<file path="config.mk">
export PLATFORM = sky130hd
export DESIGN_NAME = downcount_tick_gen_flat
export DESIGN_NICKNAME = d
export VERILOG_FILES = /design/src/rtl/downcount_tick_gen_if.sv /design/src/rtl/downcount_tick_gen.sv /design/src/flat_wrapper.sv
export SDC_FILE = /design/constraint.sdc
export NUM_CORES = 1
export LEC_CHECK = 0
export CAP_MARGIN = 5
export CORE_ASPECT_RATIO = 0.6
export CORE_MARGIN = 2
export CORE_UTILIZATION = 40
export CTS_CLUSTER_DIAMETER = 150
export DETAILED_ROUTE_END_ITERATION = 8
export SYNTH_ARGS = -nofsm -noshare
export SYNTH_HDL_FRONTEND = slang
export SYNTH_SLANG_ARGS = --single-unit
export TNS_END_PERCENT = 1
</file>
<file path="constraint.sdc">
create_clock -name clk -period 7.16 [get_ports clk]
set_clock_uncertainty 0.05 [all_clocks]
set_input_delay 1.074 -clock clk [delete_from_list [all_inputs] [get_ports clk]]
set_output_delay 1.074 -clock clk [all_outputs]
set_load 0.02 [all_outputs]
</file>
<file path="src/rtl/downcount_tick_gen_if.sv">
// Control/status bundle between a tick-sequence requester and downcount_tick_gen.
interface downcount_tick_gen_if;
  localparam int unsigned PERIOD_W = 8;
  localparam int unsigned COUNT_W  = 4;

  logic                 start;
  logic                 stop;
  logic [PERIOD_W-1:0]  period;
  logic [COUNT_W-1:0]   burst_len;
  logic                 counter_reset;
  logic                 enable;
  logic                 busy;
  logic                 done;
  logic [COUNT_W-1:0]   tick_count;

  // Requester side: issues commands, observes ticks and status.
  modport master (
    output start, stop, period, burst_len,
    input  counter_reset, enable, busy, done, tick_count
  );

  // Tick generator side.
  modport slave (
    input  start, stop, period, burst_len,
    output counter_reset, enable, busy, done, tick_count
  );
endinterface

</file>
<file path="src/rtl/downcount_tick_gen.sv">
// Tick sequencer for a downstream 4-bit down counter: presets it once, then
// issues evenly spaced enable ticks, either a finite burst or continuously.
// Every output is a flop loaded from the next-state values, so outputs carry
// no combinational path from inputs and clear immediately on reset.
module downcount_tick_gen (
  input  logic                clk,
  input  logic                reset_n,
  downcount_tick_gen_if.slave bus
);
  localparam int unsigned PERIOD_W = 8;
  localparam int unsigned COUNT_W  = 4;

  typedef enum logic [1:0] {
    IDLE = 2'd0,
    LOAD = 2'd1,
    RUN  = 2'd2,
    DONE = 2'd3
  } state_t;

  state_t              state, state_nx;
  logic [PERIOD_W-1:0] prescaler, prescaler_nx;
  logic [PERIOD_W-1:0] period_q, period_nx;
  logic [COUNT_W-1:0]  burst_q, burst_nx;
  logic [COUNT_W-1:0]  tick_q, tick_nx;
  logic                hit;

  logic counter_reset_q, enable_q, busy_q, done_q;
  logic counter_reset_nx, enable_nx, busy_nx, done_nx;

  // Next-state, datapath and next-output decode.
  always_comb begin
    state_nx     = state;
    prescaler_nx = prescaler;
    period_nx    = period_q;
    burst_nx     = burst_q;
    tick_nx      = tick_q;
    hit          = (prescaler == period_q);

    case (state)
      IDLE: begin
        if (bus.start) begin
          period_nx = bus.period;
          burst_nx  = bus.burst_len;
          state_nx  = LOAD;
        end
      end
      LOAD: begin
        prescaler_nx = '0;
        tick_nx      = '0;
        state_nx     = bus.stop ? IDLE : RUN;
      end
      RUN: begin
        if (hit) begin
          prescaler_nx = '0;
          tick_nx      = COUNT_W'(tick_q + COUNT_W'(1));
        end else begin
          prescaler_nx = PERIOD_W'(prescaler + PERIOD_W'(1));
        end
        // A tick decoded alongside stop is still counted above.
        if (bus.stop) begin
          state_nx = IDLE;
        end else if (hit && (burst_q != '0) &&
                     (COUNT_W'(tick_q + COUNT_W'(1)) == burst_q)) begin
          state_nx = DONE;
        end
      end
      DONE: begin
        state_nx = IDLE;
      end
      default: begin
        state_nx = IDLE;
      end
    endcase

    counter_reset_nx = (state_nx == LOAD);
    busy_nx          = (state_nx == LOAD) || (state_nx == RUN);
    done_nx          = (state_nx == DONE);
    enable_nx        = (state_nx == RUN) && (prescaler_nx == period_nx);
  end

  // State, datapath and output registers.
  always_ff @(posedge clk or negedge reset_n) begin
    if (!reset_n) begin
      state           <= IDLE;
      prescaler       <= '0;
      period_q        <= '0;
      burst_q         <= '0;
      tick_q          <= '0;
      counter_reset_q <= 1'b0;
      enable_q        <= 1'b0;
      busy_q          <= 1'b0;
      done_q          <= 1'b0;
    end else begin
      state           <= state_nx;
      prescaler       <= prescaler_nx;
      period_q        <= period_nx;
      burst_q         <= burst_nx;
      tick_q          <= tick_nx;
      counter_reset_q <= counter_reset_nx;
      enable_q        <= enable_nx;
      busy_q          <= busy_nx;
      done_q          <= done_nx;
    end
  end

  assign bus.counter_reset = counter_reset_q;
  assign bus.enable        = enable_q;
  assign bus.busy          = busy_q;
  assign bus.done          = done_q;
  assign bus.tick_count    = tick_q;

endmodule

</file>
<file path="src/flat_wrapper.sv">
// flat-port wrapper written by rule: the top's interface ports become plain ports
module downcount_tick_gen_flat 
  (clk, reset_n, bus_start, bus_stop, bus_period, bus_burst_len, bus_counter_reset, bus_enable, bus_busy, bus_done, bus_tick_count);
  downcount_tick_gen_if bus_i ();
  input  logic clk;
  input  logic reset_n;
  input wire logic [$bits(bus_i.start)-1:0] bus_start;
  input wire logic [$bits(bus_i.stop)-1:0] bus_stop;
  input wire logic [$bits(bus_i.period)-1:0] bus_period;
  input wire logic [$bits(bus_i.burst_len)-1:0] bus_burst_len;
  output wire logic [$bits(bus_i.counter_reset)-1:0] bus_counter_reset;
  output wire logic [$bits(bus_i.enable)-1:0] bus_enable;
  output wire logic [$bits(bus_i.busy)-1:0] bus_busy;
  output wire logic [$bits(bus_i.done)-1:0] bus_done;
  output wire logic [$bits(bus_i.tick_count)-1:0] bus_tick_count;
  assign bus_i.start = bus_start;
  assign bus_i.stop = bus_stop;
  assign bus_i.period = bus_period;
  assign bus_i.burst_len = bus_burst_len;
  assign bus_counter_reset = bus_i.counter_reset;
  assign bus_enable = bus_i.enable;
  assign bus_busy = bus_i.busy;
  assign bus_done = bus_i.done;
  assign bus_tick_count = bus_i.tick_count;
  downcount_tick_gen u_core (.clk(clk), .reset_n(reset_n), .bus(bus_i));
endmodule
</file>
==> impl_metrics.env, run 1 <==
export IMPL_outcome="finished, final reports clean"
export IMPL_grtUsageMet1=0.325
export IMPL_grt_pass1_wl_mm=7.59
export IMPL_power_uw=803
export IMPL_synth_area_leader_cell="dfrtp_1"
export IMPL_drv_cap=0
export IMPL_cp_num_buf_inv=0
export IMPL_cts_setup_buffers=0
export IMPL_path_clk_slew_ns=0.08
export IMPL_regArea_um2=751
export IMPL_synth_simple_area_share=0.173
export IMPL_fmax_mhz=309
export IMPL_p_leak_nw=0.958
export IMPL_grt_busiest_layer="met1"
export IMPL_nNetsFinal=249
export IMPL_wl_per_cell_um=15.9
export IMPL_synth_avg_cell_area_um2=9.62
export IMPL_htree_levels=2
export IMPL_synthToLayoutAreaGrowth_pct=19.4
export IMPL_finalSetupViolations=0
export IMPL_die_y_um=57.9
export IMPL_netlist_area_mm2=0.00193
export IMPL_antenna_found_initial=0
export IMPL_synth_cell_types=51
export IMPL_netSwitchingFraction=0.426
export IMPL_drive_gt1_frac=0.111
export IMPL_crit_family="compound AO/OA/AOI/OAI gates"
export IMPL_ys_ff_latch=30
export IMPL_worstMarginPinSlew_ns=0.775
export IMPL_min_delay_start="u_core.burst_q[0]"
export IMPL_slew_viol_final=0
export IMPL_path_max_fanout=8
export IMPL_reg2reg_from="u_core.prescaler[3]"
export IMPL_numCtsBuffers=5
export IMPL_synth_fp_nets=226
export IMPL_rows=19
export IMPL_fill_cells=468
export IMPL_synthAdderAreaFrac=0.0582
export IMPL_ctsHoldBuffers=0
export IMPL_max_slew_margin=0.480
export IMPL_clk_latency_ns=0.28
export IMPL_required_ns=7.30
export IMPL_postRouteAntennaNets=0
export IMPL_netlist_instances=201
export IMPL_ios=24
export IMPL_met3_usage=0.0520
export IMPL_worstSetupEndpointType="flop"
export IMPL_tritoncts="built"
export IMPL_coreArea_mm2=0.00461
export IMPL_fin_crit_ns=3.24
export IMPL_intPower_uw=461
export IMPL_hold_class="flop to flop"
export IMPL_via_per_inst=5.48
export IMPL_crit_path_frequent_cell="nand4_1"
export IMPL_fin_setup_tns_ns=0
export IMPL_p_per_area_mw_per_mm2=348
export IMPL_grt_overflow=0
export IMPL_yosys_warnings=0
export IMPL_async_flop_share=1.00
export IMPL_p_comb_frac=0.490
export IMPL_initial_core_util=0.419
export IMPL_critPathKind="flop to flop"
export IMPL_grtUsageMet2=0.215
export IMPL_dr_pass1_iters=4
export IMPL_gp_congestion=0.863
export IMPL_synthMuxAreaShare=0.0673
export IMPL_grt_pass1_vias=1418
export IMPL_vias=1577
export IMPL_synth_top_family_by_area="compound AO/OA/AOI/OAI gates"
export IMPL_cp_startpoint="u_core.prescaler[3]"
export IMPL_root_buffer="clkbuf_8"
export IMPL_synthXorXnorAreaFrac=0.0906
export IMPL_worstPathCellList="xnor2_1 -> nand4_1 -> nor2_1 -> a31o_1 -> a21oi_1 -> o31ai_1 -> ha_1 -> o311a_1 -> o2111a_1 -> nand4_1 -> nor4_2"
export IMPL_power_frac_seq=0.331
export IMPL_dp_hpwl_mm=3.51
export IMPL_hold_viol=0
export IMPL_grt_max_degree=31
export IMPL_drt_iter0_markers=152
export IMPL_ys_flop_type="dfrtp_1"
export IMPL_synth_common_cells="dfrtp_1 (30), xnor2_1 (15), inv_1 (14), nand2_1 (14)"
export IMPL_grt_use_total=0.185
export IMPL_cts_buffer_depth=2
export IMPL_synth_compound_area_frac=0.177
export IMPL_start_kind="flop"
export IMPL_multi_input_area_mm2=0.00109
export IMPL_holdWs_ns=0.515
export IMPL_slowest_stage="dfrtp_1"
export IMPL_crit_arrival_ns=3.38
export IMPL_yosysSeqAreaShare=0.388
export IMPL_port_buffers=23
export IMPL_chipWidth_um=93.8
export IMPL_synth_top_area_frac=0.388
export IMPL_diodes=0
export IMPL_cpPeakStageDelay_ns=0.50
export IMPL_wl_mm=4.57
export IMPL_p_switching_uw=342
export IMPL_synthTopCellsByArea="dfrtp_1 (39%), xnor2_1 (6.8%), ha_1 (5.8%)"
export IMPL_synth_edf_count=0
export IMPL_clock_sinks=30
export IMPL_synth_most_common_cell="dfrtp_1"
export IMPL_drc=0
export IMPL_cts_resized=0
export IMPL_irDropWorstVdd_mv=0.153
export IMPL_die_area_mm2=0.00543
export IMPL_fin_crit_sh=0.453
export IMPL_rsz0062_at_grt="false"
export IMPL_clockPowerShare=0.179
-- path summary, 6_finish.rpt --
| check | depth (start not counted) | end | slack (ns) |
|---|---|---|---|
| setup / recovery | 11 | u_core.bus.enable | 3.92 |
| min in group asynchronous | 2 | u_core.bus.busy | 1.12 |
| max in group asynchronous | 2 | u_core.period_q[4] | 5.62 |
| hold reg to reg | 1 | u_core.burst_q[0] | 0.51 |
| hold / removal | 1 | u_core.burst_q[0] | 0.51 |
| setup reg to reg | 11 | u_core.bus.enable | 3.92 |
-- through the flow --
step / area [µm²] / setup slack [ns] / utilization / instances
global route: 2310 / 3.57 / 0.501 / 288
detailed placement: 2210 / 3.83 / 0.480 / 280
global placement: 2210 / 3.93 / 0.480 / 280
finish: 2310 / 3.92 / 0.501 / 288
floorplan: 1930 / 4.31 / - / 201
CTS: 2310 / 3.95 / 0.501 / 288
-- cells in the final DEF (no fill, tap or decap), types with 2 or more instances in the layout --
master	count
dfrtp_1	30
clkdlybuf4s50_1	23
xnor2_1	15
inv_1	14
nand2_1	14
nor2_1	9
ha_1	9
nand3_1	8
mux2_2	8
o21ai_0	7
a21oi_1	7
nand4_1	6
clkbuf_8	6
xor2_1	5
o211ai_1	5
or3_1	4
mux2i_1	4
nor3_1	3
a221oi_1	3
nand2b_1	3
o21ai_1	2
nand4_2	2
nor4_1	2
o31ai_1	2
a31oi_1	2
a21bo_2	2
and3_1	2
a21o_1	2
-- power groups by stage --
| stage | registers, mW | clock network (mW) | logic (mW) |
|---|---|---|---|
| 2_1_floorplan | 0.262 | 0 | 0.285 |
| 3_3_place_gp | 0.268 | 0 | 0.386 |
| 3_5_place_dp | 0.268 | 0 | 0.390 |
| 4_1_cts | 0.264 | 0.148 | 0.392 |
| 5_1_grt | 0.272 | 0.157 | 0.441 |
| 6_report | 0.266 | 0.144 | 0.394 |
-- worst reg2reg max path, stage by stage (launching register included) --
cell and delay, ns:
dfrtp_1 0.50, xnor2_1 0.29, nand4_1 0.23, nor2_1 0.39, a31o_1 0.20, a21oi_1 0.09
o31ai_1 0.41, ha_1 0.26, o311a_1 0.16, o2111a_1 0.19, nand4_1 0.10, nor4_2 0.27
-- state kept, by name, indices dropped and copies added (netlist names) --
name,cells
u_core.period_q,8
u_core.prescaler,8
u_core.burst_q,4
u_core.bus.tick_count,4
u_core.state,2
u_core.bus.busy,1
u_core.bus.counter_reset,1
u_core.bus.done,1
u_core.bus.enable,1
-- layout make-up --
| type | instances | share of cell area |
|---|---|---|
| Tap cell | 63 | 0.0341 |
| Sequential cell | 30 | 0.325 |
| Inverter | 14 | 0.0228 |
| Timing Repair Buffer | 24 | 0.103 |
| Clock inverter | 2 | 0.00542 |
| Multi-Input combinational cell | 149 | 0.474 |
| Clock buffer | 6 | 0.0358 |
-- routing by layer --
layer | share of wire | routed length (µm)
met5 | 0 | 0
met4 | 0.0046 | 21
met3 | 0.070 | 322
met2 | 0.36 | 1660
met1 | 0.56 | 2560
-- cells by family after synthesis --
kind of cell    after synthesis
simple gates                 61
fa+ha+maj                     9
xor+xnor                     20
mux                          12
buf+inv                      22
flops                        30
compound gates               47
(Power assumes the default switching activity.)
==> inputs of run 2 (changes only) <==
==> constraint.sdc (replaced) <==
create_clock -name clk -period 3 [get_ports clk]
set_clock_uncertainty 0.05 [all_clocks]
set_input_delay 0.45 -clock clk [delete_from_list [all_inputs] [get_ports clk]]
set_output_delay 0.45 -clock clk [all_outputs]
set_load 0.02 [all_outputs]
==> run 2 against run 1 <==
Utilization is 1.8 points higher. Die area stayed put. Global-route usage is 0.34 points higher. Sequential power is 130% higher. Clock-buffer cell count is 1 higher. Sequential share of layout area is 1.1 points lower. Worst hold slack worse by 0.019 ns. Critical path type unchanged. Critical endpoint unchanged.
==> impl_metrics.env, run 2 (same netlist as run 1, synthesis figures left out) <==
export IMPL_fill_cells=429
export IMPL_rows=19
export IMPL_reg_top3="u_core.period_q x8, u_core.prescaler x8"
export IMPL_worstPathCellList="xnor2_1 -> nand4_1 -> nor2_1 -> a31o_1 -> a21oi_1 -> o31ai_2 -> ha_1 -> o311a_1 -> o2111a_1 -> nand4_1 -> nor4_2"
export IMPL_antenna_found_initial=0
export IMPL_crit_arrival_ns=2.96
export IMPL_port_buffers=23
export IMPL_clock_sinks=30
export IMPL_met3_usage=0.0468
export IMPL_synthToLayoutAreaGrowth_pct=23.7
export IMPL_cp_num_buf_inv=0
export IMPL_rsz0062_at_grt="false"
export IMPL_required_ns=3.13
export IMPL_final_common_cell="dfrtp_1"
export IMPL_cp_startpoint="u_core.prescaler[7]"
export IMPL_grt_pass1_vias=1517
export IMPL_nNetsFinal=261
export IMPL_intPower_mw=1.11
export IMPL_path_max_fanout=4
export IMPL_root_buffer="clkbuf_8"
export IMPL_clk_latency_ns=0.28
export IMPL_dr_pass1_iters=4
export IMPL_cts_setup_buffers=0
export IMPL_fin_crit_sh=0.944
export IMPL_r2r_setup_slack_ns=0.17
export IMPL_slowest_stage="dfrtp_1"
export IMPL_hold_class="flop to flop"
export IMPL_fmax_mhz=353
export IMPL_grt_overflow=0
export IMPL_place_inst=292
export IMPL_crit_path_frequent_cell="nand4_1"
export IMPL_critPathKind="flop to flop"
export IMPL_via_per_inst=5.53
export IMPL_r2r_end="u_core.bus.enable"
export IMPL_holdWs_ns=0.495
export IMPL_crit_family="compound AO/OA/AOI/OAI gates"
export IMPL_start_kind="flop"
export IMPL_reg2reg_depth=11
export IMPL_tritoncts="built"
export IMPL_diodes=0
export IMPL_grt_busiest_layer="met1"
export IMPL_drv_cap=0
export IMPL_fin_crit_ns=2.83
export IMPL_cpPeakStageDelay_ns=0.40
export IMPL_grtUsageMet2=0.247
export IMPL_ctsHoldBuffers=0
export IMPL_max_slew_margin=0.636
export IMPL_outcome="finished, final reports clean"
export IMPL_grt_pass1_wl_mm=7.87
export IMPL_wl_per_cell_um=16.1
export IMPL_vias=1654
export IMPL_p_comb_frac=0.530
export IMPL_path_clk_slew_ns=0.06
export IMPL_crit_path_end="u_core.bus.enable"
export IMPL_worstSetupEndpointType="flop"
export IMPL_numCtsBuffers=5
export IMPL_grtUsageMet1=0.308
export IMPL_fin_setup_tns_ns=0
export IMPL_initial_core_util=0.419
export IMPL_ios=24
export IMPL_grt_use_total=0.188
export IMPL_clockPowerShare=0.154
export IMPL_grt_max_degree=31
export IMPL_p_per_area_mw_per_mm2=812
export IMPL_hold_viol=0
export IMPL_cts_buffer_depth=2
export IMPL_worstMarginPinSlew_ns=0.547
export IMPL_irDropWorstVdd_mv=0.371
export IMPL_mostFrequentLayoutCells="dfrtp_1 (30), clkdlybuf4s50_1 (23), xnor2_1 (15)"
export IMPL_drc=0
export IMPL_die_y_um=57.9
export IMPL_die_area_mm2=0.00543
export IMPL_drive_gt1_frac=0.153
export IMPL_chipWidth_um=93.8
export IMPL_crit_cells=11
export IMPL_gp_congestion=0.850
export IMPL_postRouteAntennaNets=0
export IMPL_coreArea_mm2=0.00461
export IMPL_p_leak_nw=1.01
export IMPL_reg2reg_from="u_core.prescaler[7]"
export IMPL_power_frac_seq=0.316
export IMPL_slew_viol_final=0
export IMPL_finalSetupViolations=0
export IMPL_p_switching_uw=828
export IMPL_drt_iter0_markers=123
export IMPL_dp_hpwl_mm=3.67
export IMPL_wl_mm=4.80
export IMPL_netSwitchingFraction=0.426
export IMPL_fin_cells=299
export IMPL_htree_levels=2
export IMPL_final_util=0.519
## run 2: worst register-to-register path, stage by stage, from the launching register on
cell	delay, ns
dfrtp_1	0.40
xnor2_1	0.32
nand4_1	0.28
nor2_1	0.23
a31o_1	0.17
a21oi_1	0.10
o31ai_2	0.30
ha_1	0.20
o311a_1	0.14
o2111a_1	0.19
nand4_1	0.10
nor4_2	0.27
## run 2: per-layer routing
metal | part of all wire | vias to the layer above | routed length (µm)
met5 | 0 | - | 0
met4 | 0.0035 | 0 | 17
met3 | 0.084 | 2 | 404
met2 | 0.38 | 62 | 1820
met1 | 0.53 | 787 | 2560
li1 | - | 803 | -
## run 2: how the worst min path moves through the flow
stage | from | depth (start not counted) | slack, ns | to
after floorplan | reset_n | 0 | 0.10 | u_core.burst_q[0]
after global placement | u_core.burst_q[1] | 1 | 0.49 | u_core.burst_q[1]
after detailed placement | u_core.burst_q[1] | 1 | 0.49 | u_core.burst_q[1]
after CTS | u_core.burst_q[1] | 1 | 0.51 | u_core.burst_q[1]
after global routing | u_core.burst_q[1] | 1 | 0.53 | u_core.burst_q[1]
final | u_core.burst_q[1] | 1 | 0.50 | u_core.burst_q[1]
## run 2: through the flow
step / cell area (µm²) / power [mW] / setup slack, ns
finish: 2390 / 1.94 / 0.168
global route: 2390 / 2.09 / 0.0227
CTS: 2390 / 1.94 / 0.0887
detailed placement: 2300 / 1.62 / 0.0101
global placement: 2300 / 1.63 / 0.235
floorplan: 1930 / 1.31 / 0.151
## run 2: what timing repair did
item                                    4_1_cts  5_1_grt
gates resized for setup                       1        1
endpoints found under the setup margin        1        1
pin swaps                                     0        1
## run 2: cell type report
cell class	instances	area (µm²)	area share
repair buffers	36	328	0.137
clock buffers	7	76.3	0.0319
well taps	63	78.8	0.0329
inverters	14	52.6	0.0220
multi-input cells	149	1110	0.462
flip-flops and latches	30	751	0.314
## run 2: power by group through the flow
stage | registers [mW] | logic (mW) | clock network (mW)
floorplan | 0.626 | 0.681 | 0
global placement | 0.623 | 1.00 | 0
detailed placement | 0.621 | 1.00 | 0
CTS | 0.613 | 1.01 | 0.311
global route | 0.629 | 1.13 | 0.334
finish | 0.614 | 1.03 | 0.299
==> inputs of run 3 (changes only) <==
==> constraint.sdc (replaced) <==
create_clock -name clk -period 3.6 [get_ports clk]
set_clock_uncertainty 0.05 [all_clocks]
set_input_delay 0.54 -clock clk [delete_from_list [all_inputs] [get_ports clk]]
set_output_delay 0.54 -clock clk [all_outputs]
set_load 0.02 [all_outputs]
==> run 3 against run 2 <==
Clock-buffer cell count up 1. Sequential power decreased by 15%. Critical path depth is the same. Cell area is 2.5% lower. Via count decreased by 2.5%. Power down 15%. Combinational power fell by 22%. Worst hold slack better by 0.00085 ns. Maximum frequency decreased by 10%. Critical path type unchanged. Critical endpoint unchanged.
==> impl_metrics.env, run 3 (same netlist as run 1, synthesis figures left out) <==
export IMPL_outcome="finished, final reports clean"
export IMPL_diodes=0
export IMPL_hold_class="flop to flop"
export IMPL_numCtsBuffers=5
export IMPL_rows=19
export IMPL_ctsHoldBuffers=0
export IMPL_slowest_stage="dfrtp_1"
export IMPL_worstMarginPinSlew_ns=0.757
export IMPL_nNetsFinal=250
export IMPL_fin_crit_ns=3.15
export IMPL_wl_per_cell_um=16.2
export IMPL_path_max_fanout=6
export IMPL_fill_cells=436
export IMPL_initial_core_util=0.419
export IMPL_crit_arrival_ns=3.30
export IMPL_reg_top3="u_core.period_q x8, u_core.prescaler x8"
export IMPL_r2r_setup_slack_ns=0.45
export IMPL_crit_path_frequent_cell="ha_1"
export IMPL_dp_slack_ns=0.548
export IMPL_drive_gt1_frac=0.115
export IMPL_grt_pass1_vias=1480
export IMPL_worstSetupEndpointType="flop"
export IMPL_root_buffer="clkbuf_8"
export IMPL_drv_cap=0
export IMPL_via_per_inst=5.58
export IMPL_cts_buffer_depth=2
export IMPL_rsz0062_at_grt="false"
export IMPL_crit_family="compound AO/OA/AOI/OAI gates"
export IMPL_finalSetupViolations=0
export IMPL_clock_sinks=30
export IMPL_p_per_area_mw_per_mm2=710
export IMPL_vias=1613
export IMPL_fin_setup_tns_ns=0
export IMPL_holdWs_ns=0.496
export IMPL_final_common_cell="dfrtp_1"
export IMPL_cpPeakStageDelay_ns=0.45
export IMPL_cts_resized=0
export IMPL_worst_slack_ns=0.449
export IMPL_grt_overflow=0
export IMPL_clk_latency_ns=0.29
export IMPL_max_slew_margin=0.492
export IMPL_cp_num_buf_inv=0
export IMPL_die_y_um=57.9
export IMPL_coreArea_mm2=0.00461
export IMPL_antenna_found_initial=0
export IMPL_gp_congestion=0.888
export IMPL_postRouteAntennaNets=0
export IMPL_wl_mm=4.69
export IMPL_irDropWorstVdd_mv=0.366
export IMPL_grt_max_degree=31
export IMPL_port_buffers=23
export IMPL_die_area_mm2=0.00543
export IMPL_worstPathCellList="ha_1 -> xor2_1 -> nor4_1 -> a31o_1 -> a21oi_1 -> o31ai_1 -> ha_1 -> o311a_1 -> o2111a_1 -> nand4_1 -> nor4_2"
export IMPL_drc=0
export IMPL_mostFrequentLayoutCells="dfrtp_1 (30), clkdlybuf4s50_1 (23), xnor2_1 (15)"
export IMPL_chipWidth_um=93.8
export IMPL_fin_crit_sh=0.875
export IMPL_fmax_mhz=317
export IMPL_hold_viol=0
export IMPL_tritoncts="built"
export IMPL_critPathKind="flop to flop"
export IMPL_dr_pass1_iters=5
export IMPL_required_ns=3.75
export IMPL_htree_levels=2
export IMPL_grt_pass1_wl_mm=7.72
export IMPL_drt_iter0_markers=182
export IMPL_ios=24
export IMPL_grt_use_total=0.191
export IMPL_p_leak_nw=0.974
export IMPL_path_clk_slew_ns=0.07
export IMPL_start_kind="flop"
export IMPL_dp_hpwl_mm=3.50
export IMPL_cts_setup_buffers=0
export IMPL_slew_viol_final=0
export IMPL_synthToLayoutAreaGrowth_pct=20.6
-- run 3: report_power, final --
part / internal [mW] / switching (mW)
clock network: 0.193 / 0.136
logic: 0.329 / 0.474
registers: 0.437 / 0.0873
total: 0.959 / 0.697
-- run 3: final cells by class --
type	instances	area, µm²	share of cell area
multi-input cells	149	1090	0.469
flip-flops and latches	30	751	0.322
repair buffers	25	245	0.105
clock buffers	8	110	0.0472
well taps	63	78.8	0.0338
inverters	14	52.6	0.0225
-- run 3: worst paths after layout --
kind,cells after the start,from,end
worst min-delay path,1,u_core.burst_q[1],u_core.burst_q[1]
max in group asynchronous,2,reset_n,u_core.burst_q[3]
min in group asynchronous,2,reset_n,u_core.bus.busy
worst max-delay path,11,u_core.bus.tick_count[0],u_core.bus.enable
worst min register to register,1,u_core.burst_q[1],u_core.burst_q[1]
worst max register to register,11,u_core.bus.tick_count[0],u_core.bus.enable
-- run 3: worst register-to-register path, stage by stage, from the launching register on --
cell      delay (ns)
dfrtp_1         0.45
ha_1            0.37
xor2_1          0.18
nor4_1          0.41
a31o_1          0.20
a21oi_1         0.08
o31ai_1         0.38
ha_1            0.22
o311a_1         0.15
o2111a_1        0.21
nand4_1         0.10
nor4_2          0.27
-- run 3: metal layers --
metal  global-route usage  share of wire  vias to the layer above
li1                     -              -                      784
met4               0.0683          0.014                        0
met1                0.317           0.56                      778
met5                    0              0                        -
met3               0.0533          0.064                        7
met2                0.227           0.36                       44
-- run 3: per-stage QoR --
step | utilization | area, µm² | total power, mW | cells
CTS | 0.506 | 2330 | 1.65 | 289
floorplan | - | 1930 | 1.09 | 201
detailed placement | 0.482 | 2220 | 1.32 | 281
global placement | 0.482 | 2220 | 1.32 | 281
global route | 0.506 | 2330 | 1.77 | 289
finish | 0.506 | 2330 | 1.66 | 289
